## src/rtl/turn_sequencer.sv

```systemverilog
// Turn sequencer for the chicken board game. It synchronises the buttons, strobes accepted
// flips into check_win, waits for the datapath to settle, and then keeps the turn, passes it, or ends the game.
module turn_sequencer #(
   parameter int NUM_PLAYERS  = 3,
   parameter int GOAL_POS     = 24,
   parameter int SETTLE_CYC   = 2,
   parameter int TURN_TIMEOUT = 0,
   parameter int TO_W         = 24
) (
   input  logic       clk,
   input  logic       rst_n,
   input  logic       start_btn_i,
   input  logic       flip_btn_i,
   input  logic       match_i,
   input  logic [4:0] pos_data_i,
   output logic [1:0] turn_o,
   output logic       flip_pulse_o,
   output logic       busy_o,
   output logic       game_over_o,
   output logic [1:0] winner_o
);

   localparam int              SC_W         = (SETTLE_CYC > 1) ? $clog2(SETTLE_CYC) : 1;
   localparam logic [SC_W-1:0] SC_LAST      = SC_W'(SETTLE_CYC - 1);
   localparam int              TO_LAST_I    = (TURN_TIMEOUT > 0) ? (TURN_TIMEOUT - 1) : 0;
   localparam logic [TO_W-1:0] TO_LAST      = TO_W'(TO_LAST_I);
   localparam logic [TO_W-1:0] TO_MAX       = {TO_W{1'b1}};
   localparam bit              TO_EN        = (TURN_TIMEOUT != 0);
   localparam bit              WIN_POSSIBLE = (GOAL_POS <= 31);
   localparam logic [4:0]      GOAL         = 5'(GOAL_POS);
   localparam logic [1:0]      LAST_PLAYER  = 2'(NUM_PLAYERS);

   typedef enum logic [2:0] {
      S_IDLE      = 3'd0,
      S_WAIT_FLIP = 3'd1,
      S_SETTLE    = 3'd2,
      S_DECIDE    = 3'd3,
      S_DONE      = 3'd4
   } state_t;

   function automatic logic [1:0] next_player(input logic [1:0] t);
      next_player = (t == LAST_PLAYER) ? 2'd1 : (t + 2'd1);
   endfunction

   state_t          state_q, state_d;
   logic [1:0]      turn_q, turn_d;
   logic [1:0]      winner_q, winner_d;
   logic            pulse_q, pulse_d;
   logic            busy_q, busy_d;
   logic            game_over_q, game_over_d;
   logic [SC_W-1:0] settle_q, settle_d;
   logic [TO_W-1:0] timer_q, timer_d;
   logic [2:0]      start_sync_q, flip_sync_q;
   logic            start_ev_s, flip_ev_s, win_s;

   // Two synchroniser stages plus one history stage per button for rising-edge detection
   always_ff @(posedge clk or negedge rst_n) begin
      if (!rst_n) begin
         start_sync_q <= 3'b000;
         flip_sync_q  <= 3'b000;
      end else begin
         start_sync_q <= {start_sync_q[1:0], start_btn_i};
         flip_sync_q  <= {flip_sync_q[1:0], flip_btn_i};
      end
   end

   assign start_ev_s = start_sync_q[1] & ~start_sync_q[2];
   assign flip_ev_s  = flip_sync_q[1] & ~flip_sync_q[2];
   assign win_s      = WIN_POSSIBLE && (pos_data_i >= GOAL);

   // State, turn, counter and output registers
   always_ff @(posedge clk or negedge rst_n) begin
      if (!rst_n) begin
         state_q     <= S_IDLE;
         turn_q      <= 2'd0;
         winner_q    <= 2'd0;
         pulse_q     <= 1'b0;
         busy_q      <= 1'b0;
         game_over_q <= 1'b0;
         settle_q    <= {SC_W{1'b0}};
         timer_q     <= {TO_W{1'b0}};
      end else begin
         state_q     <= state_d;
         turn_q      <= turn_d;
         winner_q    <= winner_d;
         pulse_q     <= pulse_d;
         busy_q      <= busy_d;
         game_over_q <= game_over_d;
         settle_q    <= settle_d;
         timer_q     <= timer_d;
      end
   end

   // Next-state logic; outputs are derived from the next state so they come straight off registers
   always_comb begin
      state_d  = state_q;
      turn_d   = turn_q;
      winner_d = winner_q;
      pulse_d  = 1'b0;
      settle_d = settle_q;
      timer_d  = timer_q;
      case (state_q)
         S_IDLE: begin
            if (start_ev_s) begin
               state_d = S_WAIT_FLIP;
               turn_d  = 2'd1;
               timer_d = {TO_W{1'b0}};
            end else begin
               turn_d = 2'd0;
            end
         end
         S_WAIT_FLIP: begin
            // A flip arriving on the expiry cycle takes priority over the auto-pass
            if (flip_ev_s) begin
               state_d  = S_SETTLE;
               pulse_d  = 1'b1;
               settle_d = {SC_W{1'b0}};
            end else if (TO_EN && (timer_q == TO_LAST)) begin
               turn_d  = next_player(turn_q);
               timer_d = {TO_W{1'b0}};
            end else if (timer_q != TO_MAX) begin
               timer_d = timer_q + TO_W'(1);
            end else begin
               timer_d = timer_q;
            end
         end
         S_SETTLE: begin
            if (settle_q == SC_LAST) begin
               state_d = S_DECIDE;
            end else begin
               settle_d = settle_q + SC_W'(1);
            end
         end
         S_DECIDE: begin
            timer_d = {TO_W{1'b0}};
            if (match_i && win_s) begin
               state_d  = S_DONE;
               winner_d = turn_q;
            end else if (match_i) begin
               state_d = S_WAIT_FLIP;
            end else begin
               state_d = S_WAIT_FLIP;
               turn_d  = next_player(turn_q);
            end
         end
         S_DONE: begin
            state_d = S_DONE;
         end
         default: begin
            state_d = S_IDLE;
            turn_d  = 2'd0;
         end
      endcase
      busy_d      = (state_d == S_SETTLE) || (state_d == S_DECIDE);
      game_over_d = (state_d == S_DONE);
   end

   assign turn_o       = turn_q;
   assign flip_pulse_o = pulse_q;
   assign busy_o       = busy_q;
   assign game_over_o  = game_over_q;
   assign winner_o     = winner_q;

endmodule

```

## config.mk

```make
export PLATFORM = sky130hd
export DESIGN_NAME = turn_sequencer
export DESIGN_NICKNAME = d
export VERILOG_FILES = /design/src/rtl/turn_sequencer.sv
export SDC_FILE = /design/constraint.sdc
export NUM_CORES = 1
export LEC_CHECK = 0
export CAP_MARGIN = 0
export CORE_UTILIZATION = 38
export DETAILED_ROUTE_END_ITERATION = 7
export DONT_BUFFER_PORTS = 1
export HOLD_SLACK_MARGIN = 0.06
export SLEW_MARGIN = 0
export SYNTH_ARGS = -nofsm -noshare
export SYNTH_HDL_FRONTEND = slang
export SYNTH_SLANG_ARGS = --single-unit
```

## constraint.sdc

```tcl
create_clock -name clk -period 3.9 [get_ports clk]
set_input_delay 0.78 -clock clk [delete_from_list [all_inputs] [get_ports clk]]
set_output_delay 0.78 -clock clk [all_outputs]
set_load 0.005 [all_outputs]
```

==> flow_metrics.env, run 1 <==
export IMPL_status="finished, final reports clean"
export IMPL_timing_hold_ws_ps=172
export IMPL_crit_path_end_kind="primary output"
export IMPL_fp_dieW_um=45.2
export IMPL_worstSetupPathType="register to primary output"
export IMPL_clk_latency_ps=290
export IMPL_fin_skew_ps=1.31
export IMPL_p_leak_uw=0.000342
export IMPL_drc_errors=0
export IMPL_slew_headroom_pct=73.2
export IMPL_startpoint_type="register"
export IMPL_max_freq_mhz=647
export IMPL_first_global_vias=402
export IMPL_antenna_left=0
export IMPL_synth_seq_cells=17
export IMPL_avgSynthCellArea_um2=11.8
export IMPL_finalHoldViolCount=0
export IMPL_reg2reg_setup_slack_ps=2360
export IMPL_syn2layout_area_growth_pct=6.36
export IMPL_setup_tns_ps=0
export IMPL_via_per_inst=5.14
export IMPL_hold_class="primary input to asynchronous set/reset pin"
export IMPL_start_util_pct=40.6
export IMPL_fin_crit_ps=1540
export IMPL_synthAdderAreaFrac_pct=1.77
export IMPL_slew_violations=0
export IMPL_die_area_mm2=0.00204
export IMPL_synthesis_area_um2=708
export IMPL_synthTopCellsByArea="dfrtp_1 (60%), nor2_1 (3.7%), mux2_1 (3.2%), a21oi_1 (2.8%), nand2b_1 (2.7%)"
export IMPL_cp_max_fo=6
export IMPL_yosysWarnings=0
export IMPL_vias=442
export IMPL_worstMarginPinSlew_ps=403
export IMPL_ctsHoldBuffers=0
export IMPL_portBuffers=0
export IMPL_required_ps=3120
export IMPL_synth_compound_area_share_pct=12.2
export IMPL_antenna_found_initial=0
export IMPL_reg2reg_depth=3
export IMPL_arrival_ps=760
export IMPL_ios=17
export IMPL_synth_top_family_by_area="simple AND/OR/NAND/NOR gates"
export IMPL_synth_simple_gate_area_share_pct=18.4
export IMPL_die_h_um=45.2
export IMPL_final_core_util_pct=43.2
export IMPL_drtPass1Iterations=3
export IMPL_rsz0062_at_grt="false"
export IMPL_final_cell_mix="dfrtp_1 (17), nor2_1 (7), a21oi_1 (4), nand2b_1 (3), clkbuf_4 (3)"
export IMPL_syn_nets=71
export IMPL_setup_viol=0
export IMPL_final_common_cell="dfrtp_1"
export IMPL_vdd_drop_max_v=0.000283
export IMPL_clock_sinks=17
export IMPL_synthMuxAreaShare_pct=4.59
export IMPL_cts_buffers=3
export IMPL_clock_path_buffers=2
export IMPL_finalWirelength_um=1070
export IMPL_clkTransAtPathRegs_ps=100
export IMPL_final_layout_size_suffix_gt1_share_pct=8.20
export IMPL_cts_root_buf="clkbuf_4"
export IMPL_drtIter0Drc=2
export IMPL_wire_per_inst_um=12.4
export IMPL_num_rows=15
export IMPL_synth_top_area_share_pct=60.1
export IMPL_synthXorXnorAreaFrac_pct=0
export IMPL_grt_use_total_pct=13.1
export IMPL_yosysTopAreaCell="dfrtp_1"
export IMPL_cts_resized=0
export IMPL_final_nets=73
export IMPL_r2r_end="winner_o[0]"
export IMPL_synth_cells=60
export IMPL_drv_cap=0
export IMPL_grt_max_degree=18
export IMPL_grt_overflow_total=0
export IMPL_cts_setup_buffers=0
export IMPL_seq_area_frac_synth_pct=60.1
export IMPL_grt_pass1_wl_um=1810
export IMPL_core_area_mm2=0.00175
export IMPL_cts_tree="yes"
export IMPL_cts_htree_levels=1
export IMPL_power_per_cell_area_mw_per_mm2=606
export IMPL_antenna_cells=0
export IMPL_yosysUniqueCellTypes=27
export IMPL_post_route_period_util_pct=39.6
export IMPL_dp_hpwl_um=724
export IMPL_finalWeightedCongestion=0.767
export IMPL_reg2reg_from="state_q[2]"
-- registers in the layout (all words and copies together), names as in the netlist --
| signal | count |
|---|---|
| flip_sync_q | 3 |
| start_sync_q | 3 |
| state_q | 3 |
| turn_o | 2 |
| winner_o | 2 |
| busy_o | 1 |
| flip_pulse_o | 1 |
| game_over_o | 1 |
| settle_q | 1 |
-- Yosys cell counts --
library cell and instances:
clkbuf_1 1, nand2b_1 3, nand2b_2 1, dfrtp_1 17, buf_2 2, nand3b_1 1, o32ai_1 1, a31oi_1 1
or3b_1 2, o21ai_1 1, nor2b_1 2, nor2_1 7, a21oi_1 4, ha_1 1, a221o_1 1, inv_1 2
o21ai_0 1, a21o_1 2, nand2_1 1, nor4bb_1 1, a221oi_1 1, mux2_1 2, nand4bb_1 1, mux2i_1 1
nand3_1 1, a211oi_1 1, nor4b_1 1
-- metrics by stage --
step | total power [uW] | cell area (um^2) | std cells | worst slack, ps
4_1_cts | 464 | 753 | 86 | 2340
3_3_place_gp | 367 | 726 | 82 | 2230
5_1_grt | 494 | 753 | 86 | 2220
6_report | 457 | 753 | 86 | 2360
3_5_place_dp | 368 | 726 | 82 | 2230
2_1_floorplan | 351 | 708 | 60 | 2360
-- cells by family (layout without fill, tap and decap cells) --
kind of cell | after synthesis | count (layout)
compound gates | 13 | 13
fa+ha+maj | 1 | 1
buf+inv | 5 | 6
flops | 17 | 17
mux | 3 | 3
simple gates | 21 | 21
-- final cells by class --
class | instances | area, um^2
inverter | 2 | 7.51
tap | 25 | 31.3
multi-input combinational | 38 | 262
sequential | 17 | 425
fill | 171 | 992
clock buffer | 3 | 22.5
clock inverter | 1 | 5.00
-- per-layer routing --
layer,GRT usage [%],part of all wire (%),up-vias
li1,-,-,215
met2,17.7,42,14
met4,5.45,1.2,0
met1,17.1,50,211
met5,0,0,-
met3,7.20,6.1,2
-- worst max-delay path by stage --
stage | startpoint | to | slack [ps] | depth (start not counted)
2_1_floorplan | pos_data_i[4] | winner_o[0] | 2360 | 3
3_3_place_gp | pos_data_i[4] | winner_o[0] | 2230 | 3
3_5_place_dp | pos_data_i[4] | winner_o[0] | 2230 | 3
4_1_cts | turn_o[0] | turn_o[0] | 2340 | 0
5_1_grt | state_q[2] | winner_o[0] | 2220 | 3
6_report | turn_o[0] | turn_o[0] | 2360 | 0
-- power breakdown --
part | switching, uW | total (uW) | internal (uW)
Sequential | 56.7 | 268 | 211
Combinational | 41.1 | 96.5 | 55.3
Clock | 54.5 | 92.6 | 38.1
Total | 152 | 457 | 304
Note: power is estimated with default switching activity, not from simulation.
==> run 2, diff against run 1 <==
- clock period: 3.9 -> 1.58 ns (I/O delays scaled with it)
==> run 2 against run 1 <==
  * Non-clock buffer count increased by 7
  * Core utilization increased by 3.4 points
  * Highest routed layer unchanged
  * Critical path type is now register to register
  * Sequential power increased by 130%
  * Register-to-register slack got worse by 2100 ps
  * Largest cell class unchanged
  * Critical path depth increased by 3
  * First-iteration DRC count increased to 2.5 times the previous value
  * Clock skew increased by 3.1 ps
  * Via count increased by 4.5%
==> flow_metrics.env, run 2 (synthesis results as in run 1) <==
export IMPL_status="finished, final reports clean"
export IMPL_final_common_cell="dfrtp_1"
export IMPL_crit_family="flip-flops"
export IMPL_clock_path_buffers=2
export IMPL_num_rows=15
export IMPL_timing_hold_ws_ps=127
export IMPL_drc_errors=0
export IMPL_finalWeightedCongestion=0.767
export IMPL_layout_cells_non_filler=93
export IMPL_core_area_mm2=0.00175
export IMPL_finalHoldViolCount=0
export IMPL_fp_dieW_um=45.2
export IMPL_drv_cap=0
export IMPL_holdPathStages=1
export IMPL_path_cells="or3b_1, a221o_1, o21ai_1"
export IMPL_rsz0062_at_grt="false"
export IMPL_reg2reg_setup_slack_ps=290
export IMPL_slew_headroom_pct=48.9
export IMPL_antenna_left=0
export IMPL_syn2layout_area_growth_pct=14.8
export IMPL_final_cell_mix="dfrtp_1 (17), nor2_1 (7), a21oi_1 (4), buf_4 (4)"
export IMPL_crit_path_end_kind="register"
export IMPL_min_to="turn_o[1]"
export IMPL_cts_root_buf="clkbuf_4"
export IMPL_slowest_delay_ps=450
export IMPL_grt_pass1_wl_um=1930
export IMPL_clock_sinks=17
export IMPL_worstSetupPathType="register to register"
export IMPL_cts_setup_buffers=0
export IMPL_dp_hpwl_um=768
export IMPL_max_freq_mhz=773
export IMPL_first_global_vias=427
export IMPL_final_nets=80
export IMPL_antenna_found_initial=0
export IMPL_die_h_um=45.2
export IMPL_final_cell_area_um2=813
export IMPL_cts_tree="yes"
export IMPL_reg2reg_depth=3
export IMPL_portBuffers=0
export IMPL_hp_start="match_i"
export IMPL_finalWirelength_um=1140
export IMPL_cts_buffers=3
export IMPL_cts_htree_levels=1
export IMPL_via_per_inst=4.97
export IMPL_layout_setup_ws_ps=286
export IMPL_drtIter0Drc=5
export IMPL_start_util_pct=40.6
export IMPL_cp_max_fo=8
export IMPL_top_regs="flip_sync_q x3, start_sync_q x3, state_q x3"
export IMPL_clk_latency_ps=290
export IMPL_final_layout_size_suffix_gt1_share_pct=13.2
export IMPL_r2r_end="turn_o[0]"
export IMPL_fin_skew_ps=4.42
export IMPL_grt_overflow_total=0
export IMPL_fin_crit_ps=1290
export IMPL_vdd_drop_max_v=0.000761
export IMPL_post_route_period_util_pct=81.9
export IMPL_crit_slowest_cell="dfrtp_1"
export IMPL_antenna_cells=0
export IMPL_slew_violations=0
export IMPL_wire_per_inst_um=12.3
export IMPL_setup_viol=0
export IMPL_grt_max_degree=18
export IMPL_p_leak_uw=0.000375
export IMPL_cts_resized=0
export IMPL_reg2reg_from="state_q[0]"
export IMPL_dp_cells=86
export IMPL_critPathBufInv=0
export IMPL_required_ps=1800
export IMPL_dpl_cell_area_um2=756
export IMPL_pre_cts_slack_ps=305
export IMPL_setup_tns_ps=0
export IMPL_vias=462
export IMPL_startpoint_type="register"
export IMPL_drtPass1Iterations=3
export IMPL_die_area_mm2=0.00204
export IMPL_arrival_ps=1510
export IMPL_worstMarginPinSlew_ps=764
export IMPL_power_per_cell_area_mw_per_mm2=1450
export IMPL_grt_use_total_pct=14.0
export IMPL_clkTransAtPathRegs_ps=100
export IMPL_hold_class="primary input to register"
export IMPL_ios=17
[run 2: report_power, final]
part / switching [uW] / internal [uW] / leakage, uW / total (uW)
Combinational: 169 / 174 / 0.000141 / 343
Clock: 130 / 94.0 / 0.0000177 / 224
Sequential: 92.0 / 521 / 0.000217 / 613
[run 2: timing repair]
item                                   CTS  global route
endpoints found under the hold margin   19             0
setup endpoints to repair                0             0
hold buffers                             3             0
[run 2: metrics by stage]
stage	total power (uW)	utilization (%)
6_report	1180	46.6
5_1_grt	1280	46.6
3_5_place_dp	950	43.3
3_3_place_gp	946	43.3
4_1_cts	1200	46.6
2_1_floorplan	866	-
[run 2: how the worst max path moves through the flow]
| stage | depth (start not counted) | slack [ps] | end | startpoint |
|---|---|---|---|---|
| final | 3 | 290 | turn_o[0] | state_q[0] |
| after global routing | 3 | 210 | winner_o[0] | state_q[0] |
| after CTS | 3 | 280 | turn_o[0] | state_q[0] |
| after detailed placement | 3 | 300 | turn_o[0] | state_q[0] |
| after global placement | 3 | 310 | turn_o[0] | state_q[0] |
| after floorplan | 3 | 360 | winner_o[0] | state_q[2] |
[run 2: layer usage]
metal	track usage, %	up-vias	wire, um
met5	0	-	0
met4	5.45	0	13
met3	7.20	2	60
met2	19.7	15	489
met1	18.0	215	580
li1	-	230	-
[run 2: worst reg2reg max path, cell delays in order (launching register included)]
cell	delay, ps
dfrtp_1	450
or3b_1	390
a221o_1	320
o21ai_1	70
[run 2: cell type report]
type                            count  area [um^2]
Inverter                            2         7.51
Sequential cell                    17          425
Fill cell                         170          932
Clock buffer                        3         22.5
Multi-Input combinational cell     38          262
Tap cell                           25         31.3
Clock inverter                      1         5.00
Timing Repair Buffer                7         60.1
==> run 3, diff against run 2 <==
- clock period: 1.58 -> 1.1 ns (I/O delays scaled with it)
==> run 3 against run 2 <==
  * The flow now finishes with violations (setup timing)
  * Critical path depth is the same
  * Count of clock-buffer cells in the layout grew 1
  * Power grew 81%
  * Register-to-register slack lost 410 ps
  * Die area is the same
  * First-iteration DRC count shrank 60%
  * Sequential share of layout area shrank 8.4 points
==> flow_metrics.env, run 3 (synthesis results as in run 1) <==
export IMPL_worstMarginPinSlew_ps=751
export IMPL_cts_tree="yes"
export IMPL_syn2layout_area_growth_pct=37.1
export IMPL_post_route_period_util_pct=112
export IMPL_pre_cts_slack_ps=-174
export IMPL_top_regs="flip_sync_q x3, start_sync_q x3, state_q x3"
export IMPL_grt_pass1_wl_um=1930
export IMPL_rsz0062_at_grt="true"
export IMPL_final_common_cell="dfrtp_1"
export IMPL_reg2reg_from="state_q[0]"
export IMPL_drtPass1Iterations=3
export IMPL_drc_errors=0
export IMPL_hold_class="primary input to asynchronous set/reset pin"
export IMPL_required_ps=1320
export IMPL_finalWirelength_um=1340
export IMPL_dp_cells=90
export IMPL_status="complete, but fails checks"
export IMPL_met3_length_um=34
export IMPL_grt_overflow_total=0
export IMPL_clock_path_buffers=2
export IMPL_vdd_drop_max_v=0.000938
export IMPL_violations="setup timing"
export IMPL_fill_cells=168
export IMPL_final_nets=88
export IMPL_finalWeightedCongestion=0.823
export IMPL_critPathCapture="turn_o[0]"
export IMPL_max_freq_mhz=814
export IMPL_grt_use_total_pct=14.1
export IMPL_reg2reg_depth=3
export IMPL_layout_cells_non_filler=101
export IMPL_clock_sinks=17
export IMPL_wl_met1_um=655
export IMPL_drtIter0Drc=2
export IMPL_num_rows=15
export IMPL_drv_cap=0
export IMPL_multi_input_area_um2=335
export IMPL_highest_signal_layer="met4"
export IMPL_crit_cells=3
export IMPL_cp_max_fo=4
export IMPL_clkTransAtPathRegs_ps=90
export IMPL_reg2reg_setup_slack_ps=-130
export IMPL_setup_tns_ps=-682
export IMPL_final_cell_mix="dfrtp_1 (16), buf_4 (7), nor2_1 (5)"
export IMPL_ios=17
export IMPL_core_area_mm2=0.00175
export IMPL_regArea_um2=427
export IMPL_crit_family="flip-flops"
export IMPL_cts_root_buf="clkbuf_4"
export IMPL_antenna_found_initial=0
export IMPL_startpoint_type="register"
export IMPL_portBuffers=0
export IMPL_crit_slowest_cell="dfrtp_2"
export IMPL_fp_dieW_um=45.2
export IMPL_crit_path_end_kind="register"
export IMPL_clk_latency_ps=290
export IMPL_die_h_um=45.2
export IMPL_via_per_inst=4.96
export IMPL_fin_skew_ps=2.34
export IMPL_first_global_vias=428
export IMPL_layout_setup_ws_ps=-128
export IMPL_arrival_ps=1450
export IMPL_slew_headroom_pct=50.0
export IMPL_cp_startpoint="state_q[0]"
export IMPL_dp_hpwl_um=865
export IMPL_r2r_end="turn_o[0]"
export IMPL_start_util_pct=40.6
export IMPL_cts_buffers=3
export IMPL_finalHoldViolCount=0
export IMPL_worstSetupPathType="register to register"
export IMPL_p_total_uw=2140
export IMPL_slowest_delay_ps=440
export IMPL_p_leak_uw=0.000440
export IMPL_setup_viol=8
export IMPL_wire_per_inst_um=13.3
export IMPL_die_area_mm2=0.00204
export IMPL_power_per_cell_area_mw_per_mm2=2200
export IMPL_critPathBufInv=0
export IMPL_final_layout_size_suffix_gt1_share_pct=35.5
export IMPL_route_met2_wl_um=628
export IMPL_antenna_cells=0
export IMPL_vias=501
export IMPL_path_cells="or3b_1, a221o_1, o21ai_1"
export IMPL_cts_htree_levels=1
export IMPL_fin_crit_ps=1230
export IMPL_slew_violations=0
export IMPL_antenna_left=0
export IMPL_grt_max_degree=18
## run 3: cell types whose count changed in the layout (fill, tap and decap cells not counted), sizes merged
cell,previous run,this run
buf,4,11
clkbuf,3,4
clkinv,1,0
dlymetal6s4s,0,1
## run 3: metrics by stage
step | hold slack (ps) | utilization, % | area (um^2)
2_1_floorplan | -75.6 | - | 713
3_3_place_gp | -75.3 | 45.2 | 788
3_5_place_dp | -75.4 | 45.2 | 788
4_1_cts | 169 | 51.4 | 897
5_1_grt | 118 | 55.6 | 971
6_report | 55.7 | 55.6 | 971
## run 3: final cells by class
| class | instances | share of cell area (%) |
|---|---|---|
| inverter | 2 | 0.773 |
| sequential | 17 | 43.9 |
| clock buffer | 4 | 2.71 |
| multi-input combinational | 38 | 34.5 |
| timing repair buffer | 15 | 14.8 |
| tap | 25 | 3.22 |
## run 3: metal layers
layer	global-route usage (%)	up-vias
li1	-	241
met1	20.2	247
met2	19.4	11
met3	4.00	2
met4	7.27	0
met5	0	-
## run 3: where the power goes
| group | switching, uW | internal, uW |
|---|---|---|
| sequential | 101 | 753 |
| combinational | 432 | 524 |
| clock | 185 | 141 |
## run 3: how the worst min path moves through the flow
stage                            to  cells past startpoint    start
after floorplan              busy_o                      0    rst_n
after global placement    turn_o[1]                      0    rst_n
after detailed placement  turn_o[1]                      0    rst_n
after CTS                 turn_o[0]                      3  match_i
after global routing      turn_o[1]                      1    rst_n
final                     turn_o[0]                      1    rst_n
## run 3: what timing repair did
item,4_1_cts,5_1_grt
pin swaps,4,7
endpoints found under the setup margin,8,12
gates cloned,0,0
buffers inserted,2,2
gates resized for setup,7,16
hold endpoints to repair,20,0
hold buffers,4,0
